File: config.mk
export PLATFORM = sky130hd
export DESIGN_NAME = elastic_stage
export DESIGN_NICKNAME = d
export VERILOG_FILES = /design/src/rtl/elastic_stage_pkg.sv /design/src/rtl/elastic_stage_mem.sv /design/src/rtl/elastic_stage.sv
export SDC_FILE = /design/constraint.sdc
export NUM_CORES = 1
export LEC_CHECK = 0
export ABC_AREA = 1
export CAP_MARGIN = 15
export CELL_PAD_IN_SITES_DETAIL_PLACEMENT = 0
export CELL_PAD_IN_SITES_GLOBAL_PLACEMENT = 1
export CORE_AREA = 3 3 160 162
export CTS_BUF_LIST = sky130_fd_sc_hd__clkbuf_16
export CTS_CLUSTER_SIZE = 40
export DETAILED_ROUTE_END_ITERATION = 16
export DIE_AREA = 0 0 163 165
export HOLD_SLACK_MARGIN = 0.02
export PLACE_DENSITY_LB_ADDON = 0.1
export SYNTH_ARGS = -nofsm -noshare
export SYNTH_HDL_FRONTEND = slang
export SYNTH_SLANG_ARGS = --single-unit
File: constraint.sdc
create_clock -name clk -period 16.81 [get_ports clk]
set_clock_uncertainty 0.05 [all_clocks]
set_input_delay 5.043 -clock clk [delete_from_list [all_inputs] [get_ports clk]]
set_output_delay 5.043 -clock clk [all_outputs]
set_load 0.02 [all_outputs]
File: src/rtl/elastic_stage_pkg.sv
// elastic_stage_pkg: width helpers and pointer wrap function shared by the
// elastic pipeline stage and its storage array.
package elastic_stage_pkg;

    // Pointer width: at least one bit, even for a single-entry stage.
    function automatic int unsigned ptr_width(input int unsigned depth);
        return (depth > 1) ? $clog2(depth) : 1;
    endfunction

    // Occupancy counter width: must represent 0..depth inclusive.
    function automatic int unsigned cnt_width(input int unsigned depth);
        return $clog2(depth + 1);
    endfunction

    // Circular increment with an explicit compare, so depth need not be a power of two.
    function automatic int unsigned wrap_inc(input int unsigned ptr, input int unsigned depth);
        return (ptr == depth - 1) ? 0 : ptr + 1;
    endfunction

endpackage

File: src/rtl/elastic_stage_mem.sv
// elastic_stage_mem: DEPTH x WIDTH register array, one write port and one
// asynchronous read port. Contents are deliberately not reset.
//   clk     : write clock
//   i_we    : write enable
//   i_waddr : write address
//   i_wdata : write data
//   i_raddr : read address
//   o_rdata : read data (combinational)
module elastic_stage_mem #(
    parameter int unsigned WIDTH = 100,
    parameter int unsigned DEPTH = 2,
    parameter int unsigned PTR_W = 1
) (
    input  logic             clk,
    input  logic             i_we,
    input  logic [PTR_W-1:0] i_waddr,
    input  logic [WIDTH-1:0] i_wdata,
    input  logic [PTR_W-1:0] i_raddr,
    output logic [WIDTH-1:0] o_rdata
);

    logic [WIDTH-1:0] r_mem [DEPTH];

    // Write port: address decoded by compare so no out-of-range index exists.
    always_ff @(posedge clk) begin
        for (int i = 0; i < DEPTH; i++) begin
            if (i_we && (i_waddr == PTR_W'(i))) begin
                r_mem[i] <= i_wdata;
            end
        end
    end

    // Read port: mux over valid entries only.
    always_comb begin
        o_rdata = '0;
        for (int i = 0; i < DEPTH; i++) begin
            if (i_raddr == PTR_W'(i)) begin
                o_rdata = r_mem[i];
            end
        end
    end

endmodule

File: src/rtl/elastic_stage.sv
// elastic_stage: elastic pipeline stage holding up to DEPTH entries in a
// circular buffer, with synchronous squash and occupancy count.
//   clk       : clock, rising edge
//   reset     : synchronous active-low reset
//   flush     : squash all held entries, drop any concurrent input
//   valid_in  : upstream offers data_in
//   data_in   : upstream payload
//   allow_out : stage accepts data_in this cycle
//   ready_go  : head entry has finished its work here
//   nop_data  : payload shown on data_out when empty
//   allow_in  : downstream accepts data_out this cycle
//   valid_out : head entry offered downstream
//   data_out  : head payload, or nop_data when empty
//   count     : number of held entries
module elastic_stage #(
    parameter int unsigned WIDTH = 100,
    parameter int unsigned DEPTH = 2
) (
    input  logic                         clk,
    input  logic                         reset,
    input  logic                         flush,
    input  logic                         valid_in,
    input  logic [WIDTH-1:0]             data_in,
    output logic                         allow_out,
    input  logic                         ready_go,
    input  logic [WIDTH-1:0]             nop_data,
    input  logic                         allow_in,
    output logic                         valid_out,
    output logic [WIDTH-1:0]             data_out,
    output logic [$clog2(DEPTH+1)-1:0]   count
);
    import elastic_stage_pkg::*;

    localparam int unsigned PTR_W = ptr_width(DEPTH);
    localparam int unsigned CNT_W = cnt_width(DEPTH);

    logic [PTR_W-1:0] r_wr_ptr;
    logic [PTR_W-1:0] r_rd_ptr;
    logic [CNT_W-1:0] r_count;
    logic             w_enq;
    logic             w_deq;
    logic             w_empty;
    logic [WIDTH-1:0] w_rdata;

    // Handshake and head presentation.
    assign w_empty   = (r_count == '0);
    assign valid_out = !w_empty && ready_go;
    assign data_out  = w_empty ? nop_data : w_rdata;
    assign w_enq     = valid_in && allow_out && !flush;
    assign w_deq     = valid_out && allow_in && !flush;
    assign count     = r_count;

    // Single entry keeps the classic pass-through allow; deeper stages decouple
    // allow_out from downstream so the allow chain is cut at this register.
    generate
        if (DEPTH == 1) begin : g_allow_single
            assign allow_out = w_empty || (valid_out && allow_in);
        end else begin : g_allow_decoupled
            assign allow_out = (r_count != CNT_W'(DEPTH));
        end
    endgenerate

    // Pointers and occupancy; reset outranks flush, flush outranks traffic.
    always_ff @(posedge clk) begin
        if (!reset) begin
            r_wr_ptr <= '0;
            r_rd_ptr <= '0;
            r_count  <= '0;
        end else if (flush) begin
            r_wr_ptr <= '0;
            r_rd_ptr <= '0;
            r_count  <= '0;
        end else begin
            if (w_enq) begin
                r_wr_ptr <= PTR_W'(wrap_inc(32'(r_wr_ptr), DEPTH));
            end
            if (w_deq) begin
                r_rd_ptr <= PTR_W'(wrap_inc(32'(r_rd_ptr), DEPTH));
            end
            case ({w_enq, w_deq})
                2'b10:   r_count <= r_count + CNT_W'(1);
                2'b01:   r_count <= r_count - CNT_W'(1);
                default: r_count <= r_count;
            endcase
        end
    end

    elastic_stage_mem #(
        .WIDTH (WIDTH),
        .DEPTH (DEPTH),
        .PTR_W (PTR_W)
    ) u_mem (
        .clk     (clk),
        .i_we    (w_enq),
        .i_waddr (r_wr_ptr),
        .i_wdata (data_in),
        .i_raddr (r_rd_ptr),
        .o_rdata (w_rdata)
    );

endmodule

Word level (Yosys, flattened, before mapping). Memory sizes are Yosys's and may differ from the RTL's. Cells that the tools add are included.

Output and inout bits: 104. Memories: 1. Bits in writable memories: 200. Flip-flop bits (word level): 4. Bits of input ports: 206. Word-level logic and storage cells: 38.

Reductions and logical operators: 13. Equality and inequality tests: 3. Mux-type cells: 12. Bitwise gates (word level): 2. Add/sub/neg operators: 4.

Memory list: u_mem.r_mem (words 2, width 100, read ports 2, clocked after memory_dff 0, write ports 1, RTL line elastic_stage_mem.sv:22) `logic [WIDTH-1:0] r_mem [DEPTH];`.

Operator list (count): 100-bit two-way mux (3); 100-bit OR reduction (1); 1-bit two-way mux (8); 1-bit logical AND (7); 2-bit one-hot mux with 2 select lines (1); 1-bit adder, second input constant (2); 2-bit by 1-bit adder with 2-bit output, second input constant (1); 2-bit by 1-bit == test with 1-bit output, second input constant (1); 2-bit == test, second input constant (1); 1-bit logical NOT (2); 2-bit logical NOT (1); 2-bit inequality test, second input constant (1); 1-bit NOT (2); 2-bit nonzero test (1); 2-bit OR reduction (1); 2-bit by 1-bit subtractor with 2-bit output, second input constant (1).

Depth between registers and ports, before layout. Gate-level depths: netlist (run 1).

Word-level depth: 8. Gate-level depth with buffers: 9.

Cells and area by module. A second synthesis (run 1) with hierarchy kept.

Cell total of the unflattened synthesis: 894. Area total of the unflattened synthesis: 9021.2 um^2.

By module, submodules not included: elastic_stage_mem (cells an instance 526, times used 1, area an instance 7320.8 um^2); elastic_stage (cells an instance 368, times used 1, area an instance 1700.4 um^2).

Least setup slack after synthesis (run 1). OpenSTA, ideal clock, no wires.

Kind: input-to-output. Start point: input ready_go. End point: output valid_out. Arrival time: 5427 ps. Slack: 6290 ps. Cell stages on the path: 2. Path through: inv_1 -> nor2_1.

Cells in the longest elaborated chain, start to end: 1.

RTL lines: start: declaration (RTL line elastic_stage.sv:25) `input logic ready_go,`; 1-bit logical AND (RTL line elastic_stage.sv:47) `assign valid_out = !w_empty && ready_go;`; end: declaration (RTL line elastic_stage.sv:28) `output logic valid_out,`.

No other way between the ends.

Worst setup path in the final report (run 1).
Start point: input nop_data[62]. End point: output data_out[62].

Cells in the longest elaborated chain, start to end: 1.

RTL lines: start: declaration (RTL line elastic_stage.sv:26) `input logic [WIDTH-1:0] nop_data,`; 100-bit two-way mux (RTL line elastic_stage.sv:48) `assign data_out = w_empty ? nop_data : w_rdata;`; end: declaration (RTL line elastic_stage.sv:29) `output logic [WIDTH-1:0] data_out,`.

No other way between the ends.

==> run metrics, run 1 <==
Worst path depth 4; Clock Sinks ~200; via density per instance ~4.4; max-capacitance violation count 0; HPWL reported at the end of detailed placement approximately 14000 um; leakage power of the design around 4.8 nW; worst reg-to-reg path cell count 5; syn avg cell area roughly 12 um2; Max Fclk approximately 0.086 GHz; buffering stage count on the worst path with inverters included 2; aggregate negative setup slack 0 ps; crit path time final roughly 12000 ps; Die Ht between 150 and 200 um; Slew Viols, Final 0; class of the most critical setup path in2out; Post-Place Cell Area 12300 um2; horizontal die dimension approximately 160 um; FFs w/ async S/R, synth 0; count of vias placed by the detailed router approximately 6300; gate count after technology mapping just under 800; unrepaired setup endpoints after global routing false; worst slew pin tran 971 ps; largest vdd supply drop approximately 0.00007 V; clock tree from TritonCTS done; final instance area around 13000 um2; sequential cell area fraction in the yosys report 0.666; cell with the most instances after synthesis sky130_fd_sc_hd__edfxtp_1; maximum fanout count along the critical path 1; placer congestion estimate between 0.7 and 0.8; largest incremental delay on the critical path roughly 670 ps; outcome finished, final reports clean; Syn Std Cell Area slightly above 9000 um2; worst-case register-to-register setup slack 14670 ps; initial cell density of the core 0.377; CTS buffer count 22; dominant synthesized flop cell sky130_fd_sc_hd__edfxtp_1; Cells on Worst Hold Path 2; cell type contributing the most total cell area after synthesis sky130_fd_sc_hd__edfxtp_1; antenna viol nets, final 0; share of the synthesized area in the top cell type 0.658; share of layout cells above drive strength 1 0.147; Cell variety after synth 21; worst hold path class reg2reg; maximum buffer depth of the clock tree 3; element type at the critical path end output port; normalized max-slew margin 0.352; Setup Viol. Count Final 0; Period Utilization, post-route 0.688; most frequent cell on the critical path sky130_fd_sc_hd__clkdlybuf4s50_1; number of iterations in the first detailed-routing pass 4; cell types with the largest area share after synthesis sky130_fd_sc_hd__edfxtp_1 66%, sky130_fd_sc_hd__nand2_1 6.0%, sky130_fd_sc_hd__o21ai_2 5.8%, sky130_fd_sc_hd__o21ai_0 5.4%, sky130_fd_sc_hd__inv_1 4.4%; Filler Cells Inserted roughly 2200; top post-synthesis cells by count 200 x sky130_fd_sc_hd__edfxtp_1, 147 x sky130_fd_sc_hd__nand2_1, 106 x sky130_fd_sc_hd__inv_1; number of rows created at floorplan 57; antenna violations before repair 1; detailed-route wire length approximately 21000 um; drt wl/cell between 10 and 15 um; EDFF count, synth 200; clock-pin slew of the registers on the worst-case setup and hold paths about 50 ps; list of cells traversed by the critical path clkdlybuf4s50_1 > nand2_1 > o21ai_1 > clkdlybuf4s50_1; # IOs 310; count of unresolved DRC violations after routing 0; cell at the root of the clock tree sky130_fd_sc_hd__clkbuf_16; placeable core region 24200 um2; number of buffers added on ports 309; number of hold buffers added after CTS 0; Syn-to-layout area delta 41.9%; post-CTS setup buffer count 0; vias in the first global route ~6000; crit path launch type input port; Clock H-tree levels 1; PwrDens ~90 nW/um2; post-synthesis sequential element count approximately 200; number of nets in the synthesized netlist between 900 and 1000; final-stage net count between 1000 and 1500; maximum number of pins on one net before global-route repair about 110; global-route wire length before repair around 31000 um; clk_lat worst skew about 490 ps; sum of overflow across all layers after global routing 0; GRT Util Overall 0.146; die footprint 26900 um2; number of hold violations in the final report 0; family with the most delay on the worst path buffers and inverters; required time at the worst-slack endpoint 11720 ps; synth warn 0; slowest stage cell on the critical path sky130_fd_sc_hd__clkdlybuf4s50_1; drt initial violations about 330; arrival time at the worst endpoint approximately 6500 ps; post-cts repair resize count 0
## flip-flops by register name (all words and copies together), names as in the netlist
name	count
count	2
r_rd_ptr	1
u_mem.r_mem	200
r_wr_ptr	1
## final timing paths
| check | endpoint | from |
|---|---|---|
| max | data_out[62] | nop_data[62] |
| min | count[0]$_SDFFE_PP0P_ | count[0]$_SDFFE_PP0P_ |
| max reg2reg | count[0]$_SDFFE_PP0P_ | count[1]$_SDFFE_PP0P_ |
| min reg2reg | count[0]$_SDFFE_PP0P_ | count[0]$_SDFFE_PP0P_ |
## logic make-up after synthesis
group                      synth area share
AOI/OAI and AO/OA                     0.136
and+or+nand+nor                       0.109
buffers and inverters                0.0866
adders and majority gates           0.00137
DFF                                   0.666
## power breakdown
| group | internal (mW) | switching [mW] | total [mW] |
|---|---|---|---|
| logic | 0.0890 | 0.0742 | 0.163 |
| registers | 0.574 | 0.00280 | 0.577 |
| clock network | 0.245 | 0.178 | 0.423 |
| total | 0.908 | 0.255 | 1.16 |
## metal layers
layer	share of wire	GRT usage	vias to the layer above
met1	0.42	0.186	2805
met2	0.48	0.244	204
li1	-	-	3252
met3	0.092	0.0497	23
met5	0.00063	0	-
met4	0.014	0.0342	2
## per-stage QoR
stage	hold WS [ps]	instances	power [mW]	setup WS, ps	utilization
3_5_place_dp	518	1377	0.753	5260	0.508
2_1_floorplan	460	780	0.660	6290	-
4_1_cts	532	1417	1.18	5230	0.535
6_report	526	1418	1.16	5250	0.535
3_3_place_gp	520	1377	0.751	5240	0.508
5_1_grt	585	1417	1.21	5190	0.535
## final cells by class
| cell class | instances | area (um2) | area share |
|---|---|---|---|
| repair buffers | 317 | 3150 | 0.243 |
| flip-flops and latches | 204 | 6090 | 0.470 |
| clock buffers | 23 | 576 | 0.0444 |
| diodes | 1 | 2.50 | 0.000193 |
| clock inverters | 17 | 68.8 | 0.00531 |
| multi-input cells | 426 | 2270 | 0.175 |
| inverters | 106 | 398 | 0.0307 |
| well taps | 324 | 405 | 0.0313 |
## placed cells by master (no fill, tap or decap), types with 4 or more instances in the layout
cell / synthesis / final
sky130_fd_sc_hd__a21oi_1: 4 / 4
sky130_fd_sc_hd__buf_4: 8 / 8
sky130_fd_sc_hd__clkbuf_16: 0 / 23
sky130_fd_sc_hd__clkdlybuf4s50_1: 0 / 309
sky130_fd_sc_hd__clkinv_1: 0 / 8
sky130_fd_sc_hd__clkinv_2: 0 / 4
sky130_fd_sc_hd__edfxtp_1: 200 / 200
sky130_fd_sc_hd__inv_1: 106 / 111
sky130_fd_sc_hd__nand2_1: 147 / 147
sky130_fd_sc_hd__nand2_2: 60 / 60
sky130_fd_sc_hd__nor2_1: 7 / 5
sky130_fd_sc_hd__o21ai_0: 99 / 99
sky130_fd_sc_hd__o21ai_1: 41 / 41
sky130_fd_sc_hd__o21ai_2: 60 / 60
## worst reg2reg max path: stages, from the launching register on
cell and delay, ps:
sky130_fd_sc_hd__dfxtp_1 370, sky130_fd_sc_hd__nor2_4 750, sky130_fd_sc_hd__nor4_1 130, sky130_fd_sc_hd__ha_1 360
sky130_fd_sc_hd__or2_2 300, sky130_fd_sc_hd__a21oi_1 110
No activity file was read; power rests on OpenSTA's default activity.
==> run 2: changes to the inputs <==
- CORE_AREA: 3 3 160 162 -> 3 3 166 168
- DIE_AREA: 0 0 163 165 -> 0 0 169 171
- clock period: 16.81 -> 11.8 ns (I/O delays scaled with it)
==> run 2 against run 1 <==
  * Cell area is 0.73% higher
  * Largest power group unchanged
  * First-iteration DRC count shrank 34%
  * Critical endpoint is now valid_out
  * Via count decreased by 0.84%
  * Worst hold slack lost 6.7 ps
  * Flip-flop and latch count unchanged
  * Clock power increased by 59%
  * Non-clock buffer count is 1 higher
  * Register-to-register slack worse by 4900 ps
  * Die area increased by 7.5%
  * Routed wire length increased by 1.7%
  * Critical path depth unchanged
  * Final cell count up 0.78%
==> run metrics, run 2 (synthesized netlist as in run 1, its figures left out) <==
outcome finished, final reports clean; crit path time final approximately 8500 ps; utilization after layout 0.501; placeable core region about 26000 um2; antenna viol nets, final 0; max-capacitance violation count 0; largest incremental delay on the critical path ~650 ps; post-cts repair resize count 0; number of buffers added on ports approximately 310; horizontal die dimension roughly 170 um; Period Utilization, post-route 0.716; share of layout cells above drive strength 1 0.149; Reg with most FFs u_mem.r_mem; via density per instance ~4.4; initial cell density of the core 0.351; clock tree from TritonCTS done; post-CTS setup buffer count 0; maximum number of pins on one net before global-route repair 83; top library cells by usage in the layout, fill and taps aside 309 x sky130_fd_sc_hd__clkdlybuf4s50_1, 200 x sky130_fd_sc_hd__edfxtp_1, 147 x sky130_fd_sc_hd__nand2_1; maximum fanout count along the critical path 3; number of iterations in the first detailed-routing pass 4; crit path launch type input port; Clock H-tree levels 1; slowest stage cell on the critical path sky130_fd_sc_hd__clkdlybuf4s50_1; leakage power of the design around 4.8 nW; worst hold path class reg2reg; antenna violations before repair 2; class of the most critical setup path in2out; Total Power Consumption around 1.7 mW; normalized max-slew margin 0.386; aggregate negative setup slack 0 ps; most frequent standard cell in the layout excluding fill and tap cells sky130_fd_sc_hd__clkdlybuf4s50_1; placer congestion estimate 0.705; HPWL reported at the end of detailed placement about 15000 um; Syn-to-layout area delta 43.0%; family with the most delay on the worst path buffers and inverters; Max Fclk around 0.12 GHz; number of hold violations in the final report 0; total area of multi-input combinational cells approximately 2300 um2; Clock Sinks 204; Filler Cells Inserted ~2300; Slew Viols, Final 0; count of vias placed by the detailed router roughly 6200; required time at the worst-slack endpoint between 8000 and 9000 ps; worst slew pin tran 921 ps; global-route wire length before repair approximately 32000 um; register cell area after layout a little over 6000 um2; CTS buffer count 23; arrival time at the worst endpoint 4860 ps; cell at the root of the clock tree sky130_fd_sc_hd__clkbuf_16; detailed-route wire length ~21000 um; vias in the first global route slightly below 6000; # IOs just over 300; number of hold buffers added after CTS 0; die footprint about 29000 um2; list of cells traversed by the critical path clkdlybuf4s50_1 > inv_1 > nor2_1 > clkdlybuf4s50_1; final-stage net count ~1300; clk_lat worst skew between 400 and 500 ps; Post-Place Cell Area ~12000 um2; drt wl/cell about 15 um; final instance area 13100 um2; max reg flops 200; number of rows created at floorplan between 50 and 60; element type at the critical path end output port; sum of overflow across all layers after global routing 0; count of unresolved DRC violations after routing 0; Die Ht 171 um; Setup Viol. Count Final 0; most frequent cell on the critical path sky130_fd_sc_hd__clkdlybuf4s50_1; GRT Util Overall 0.137; largest vdd supply drop 0.0000836 V; non-filler cells, final 1429; total placed cells including tap cells between 1000 and 1500; maximum buffer depth of the clock tree 3; number of antenna diodes 0; unrepaired setup endpoints after global routing false; clock-pin slew of the registers on the worst-case setup and hold paths ~60 ps; buffering stage count on the worst path with inverters included 3; PwrDens about 130 nW/um2; drt initial violations roughly 220
-- run 2: changes by cell type in the layout (fill, tap and decap cells not counted) --
cell and change:
sky130_fd_sc_hd__clkinv_1 -2, sky130_fd_sc_hd__clkinv_2 -2, sky130_fd_sc_hd__buf_4 +1, sky130_fd_sc_hd__diode_2 -1, sky130_fd_sc_hd__inv_1 +1, sky130_fd_sc_hd__bufinv_16 +3
-- run 2: metal layers --
layer  vias to the layer above  routed length, um  part of all wire  GRT usage
li1                       3251                  -                 -          -
met1                      2757               8940              0.42      0.173
met2                       190              10100              0.48      0.236
met3                        31               1620             0.077     0.0395
met4                         4                306             0.015     0.0293
met5                         -                 27            0.0013          0
-- run 2: layout make-up --
cell class	instances	area share
Clock buffer	23	0.0441
Timing Repair Buffer	318	0.242
Inverter	106	0.0305
Tap cell	335	0.0321
Sequential cell	204	0.466
Multi-Input combinational cell	426	0.174
Clock inverter	17	0.0111
-- run 2: power breakdown --
group	internal [mW]	switching (mW)
sequential	0.818	0.00378
clock	0.415	0.258
combinational	0.127	0.105
-- run 2: path summary, 6_finish.rpt --
path / from / to / slack [ps] / cells past startpoint
worst max-delay path: ready_go / valid_out / 3350 / 4
worst min-delay path: count[0]$_SDFFE_PP0P_ / count[0]$_SDFFE_PP0P_ / 520 / 2
worst min register to register: count[0]$_SDFFE_PP0P_ / count[0]$_SDFFE_PP0P_ / 520 / 2
worst max register to register: count[0]$_SDFFE_PP0P_ / u_mem.r_mem[0][136]$_DFFE_PP_ / 9730 / 5
-- run 2: stage by stage --
| stage | worst slack (ps) | hold slack (ps) |
|---|---|---|
| 6_report | 3350 | 519 |
| 5_1_grt | 3290 | 540 |
| 4_1_cts | 3350 | 525 |
| 3_5_place_dp | 3360 | 514 |
| 3_3_place_gp | 3360 | 508 |
| 2_1_floorplan | 3240 | 460 |
-- run 2: worst min-delay path, cell delays in order, from the launching register on --
cell and delay (ps):
sky130_fd_sc_hd__dfxtp_1 380, sky130_fd_sc_hd__nand2_1 90, sky130_fd_sc_hd__a21oi_1 60
==> run 3: changes to the inputs <==
- clock period: 11.8 -> 8.73 ns (I/O delays scaled with it)
==> run 3 against run 2 <==
  * Non-clock buffer count is 1 lower
  * Critical path depth unchanged
  * Global-route usage up 0.11 points
  * Flip-flop and latch count did not move
  * Worst hold slack worse by 11 ps
  * Critical path type unchanged
  * Critical endpoint unchanged
==> run metrics, run 3 (synthesized netlist as in run 1, its figures left out) <==
HPWL reported at the end of detailed placement about 15000 um; unrepaired setup endpoints after global routing false; max reg flops 200; post-cts repair resize count 0; crit path launch type input port; Setup WS pre-CTS around 2100 ps; number of hold buffers added after CTS 0; number of hold violations in the final report 0; non-filler cells, final about 1400; largest incremental delay on the critical path about 650 ps; utilization after layout 0.501; Clock Sinks 204; maximum number of pins on one net before global-route repair about 110; GRT Util Overall 0.138; count of unresolved DRC violations after routing 0; worst hold slack 508 ps; Setup Viol. Count Final 0; number of iterations in the first detailed-routing pass 4; aggregate negative setup slack 0 ps; sum of overflow across all layers after global routing 0; family with the most delay on the worst path buffers and inverters; slowest stage cell on the critical path sky130_fd_sc_hd__clkdlybuf4s50_1; Post-Place Cell Area 12300 um2; class of the most critical setup path in2out; maximum fanout count along the critical path 3; global-route wire length before repair 31700 um; required time at the worst-slack endpoint a little over 6000 ps; clock tree from TritonCTS done; setup slack after layout roughly 2100 ps; list of cells traversed by the critical path clkdlybuf4s50_1 > inv_1 > nor2_1 > clkdlybuf4s50_1; vias in the first global route a little under 6000; total placed cells including tap cells between 1000 and 1500; Total Power Consumption approximately 2.3 mW; final instance area ~13000 um2; placer congestion estimate approximately 0.73; most frequent standard cell in the layout excluding fill and tap cells sky130_fd_sc_hd__clkdlybuf4s50_1; outcome finished, final reports clean; detailed-route wire length approximately 21000 um; clk_lat worst skew roughly 490 ps; placeable core region ~26000 um2; Slew Viols, Final 0; number of rows created at floorplan slightly below 60; maximum buffer depth of the clock tree 3; die footprint 28900 um2; post-CTS setup buffer count 0; max-capacitance violation count 0; CTS buffer count 23; horizontal die dimension between 150 and 200 um; cell at the root of the clock tree sky130_fd_sc_hd__clkbuf_16; top library cells by usage in the layout, fill and taps aside 309 x sky130_fd_sc_hd__clkdlybuf4s50_1, 200 x sky130_fd_sc_hd__edfxtp_1, 147 x sky130_fd_sc_hd__nand2_1; Clock H-tree levels 1; number of buffers added on ports 309; crit path time final roughly 6600 ps; leakage power of the design between 4 and 5 nW; count of vias placed by the detailed router slightly above 6000; drt wl/cell roughly 15 um; Reg with most FFs u_mem.r_mem; final-stage net count 1285; Syn-to-layout area delta 43.0%; antenna violations before repair 1; Die Ht between 150 and 200 um; # IOs just over 300; Max Fclk approximately 0.15 GHz; largest vdd supply drop between 0.0001 and 0.00015 V; clock-pin slew of the registers on the worst-case setup and hold paths about 60 ps; normalized max-slew margin 0.453; Period Utilization, post-route 0.757; share of layout cells above drive strength 1 0.150; worst slew pin tran roughly 820 ps; buffering stage count on the worst path with inverters included 3; element type at the critical path end output port; worst hold path class reg2reg; initial cell density of the core 0.351; arrival time at the worst endpoint about 3900 ps; most frequent cell on the critical path sky130_fd_sc_hd__clkdlybuf4s50_1; PwrDens 178 nW/um2; antenna viol nets, final 0; drt initial violations 270; via density per instance 4.33
[run 3: cell types whose count changed in the layout (fill, tap and decap cells not counted), sizes merged]
cell,previous run,this run
clkinv,8,11
diode,0,2
clkinvlp,0,1
inv,112,110
bufinv,3,2
buf,9,8
[run 3: cell type report]
class	instances	area [um2]
diodes	2	5.00
clock buffers	23	576
clock inverters	18	133
fillers	2382	13000
inverters	106	398
multi-input cells	426	2270
flip-flops and latches	204	6090
well taps	335	419
repair buffers	317	3170
[run 3: path summary, 6_finish.rpt]
kind	start	endpoint	slack [ps]	depth (start not counted)
worst max-delay path	ready_go	valid_out	2120	4
worst min-delay path	count[0]$_SDFFE_PP0P_	count[0]$_SDFFE_PP0P_	510	2
worst max register to register	count[0]$_SDFFE_PP0P_	u_mem.r_mem[0][25]$_DFFE_PP_	6630	5
worst min register to register	count[0]$_SDFFE_PP0P_	count[0]$_SDFFE_PP0P_	510	2
[run 3: power by group]
group	total, mW	switching [mW]	internal, mW	leakage (nW)
sequential	1.11	0.00524	1.11	1.87
clock	0.895	0.360	0.535	0.360
combinational	0.314	0.143	0.172	2.61
[run 3: worst min-delay path: stages, from the launching register on]
cell                      delay [ps]
sky130_fd_sc_hd__dfxtp_1         370
sky130_fd_sc_hd__nand2_1          90
sky130_fd_sc_hd__a21oi_1          50
[run 3: layer usage]
layer | global-route usage | wire length (um) | share of wire
met5 | 0 | 8 | 0.00038
met4 | 0.0335 | 340 | 0.016
met3 | 0.0404 | 1730 | 0.082
met2 | 0.231 | 10000 | 0.48
met1 | 0.178 | 8850 | 0.42
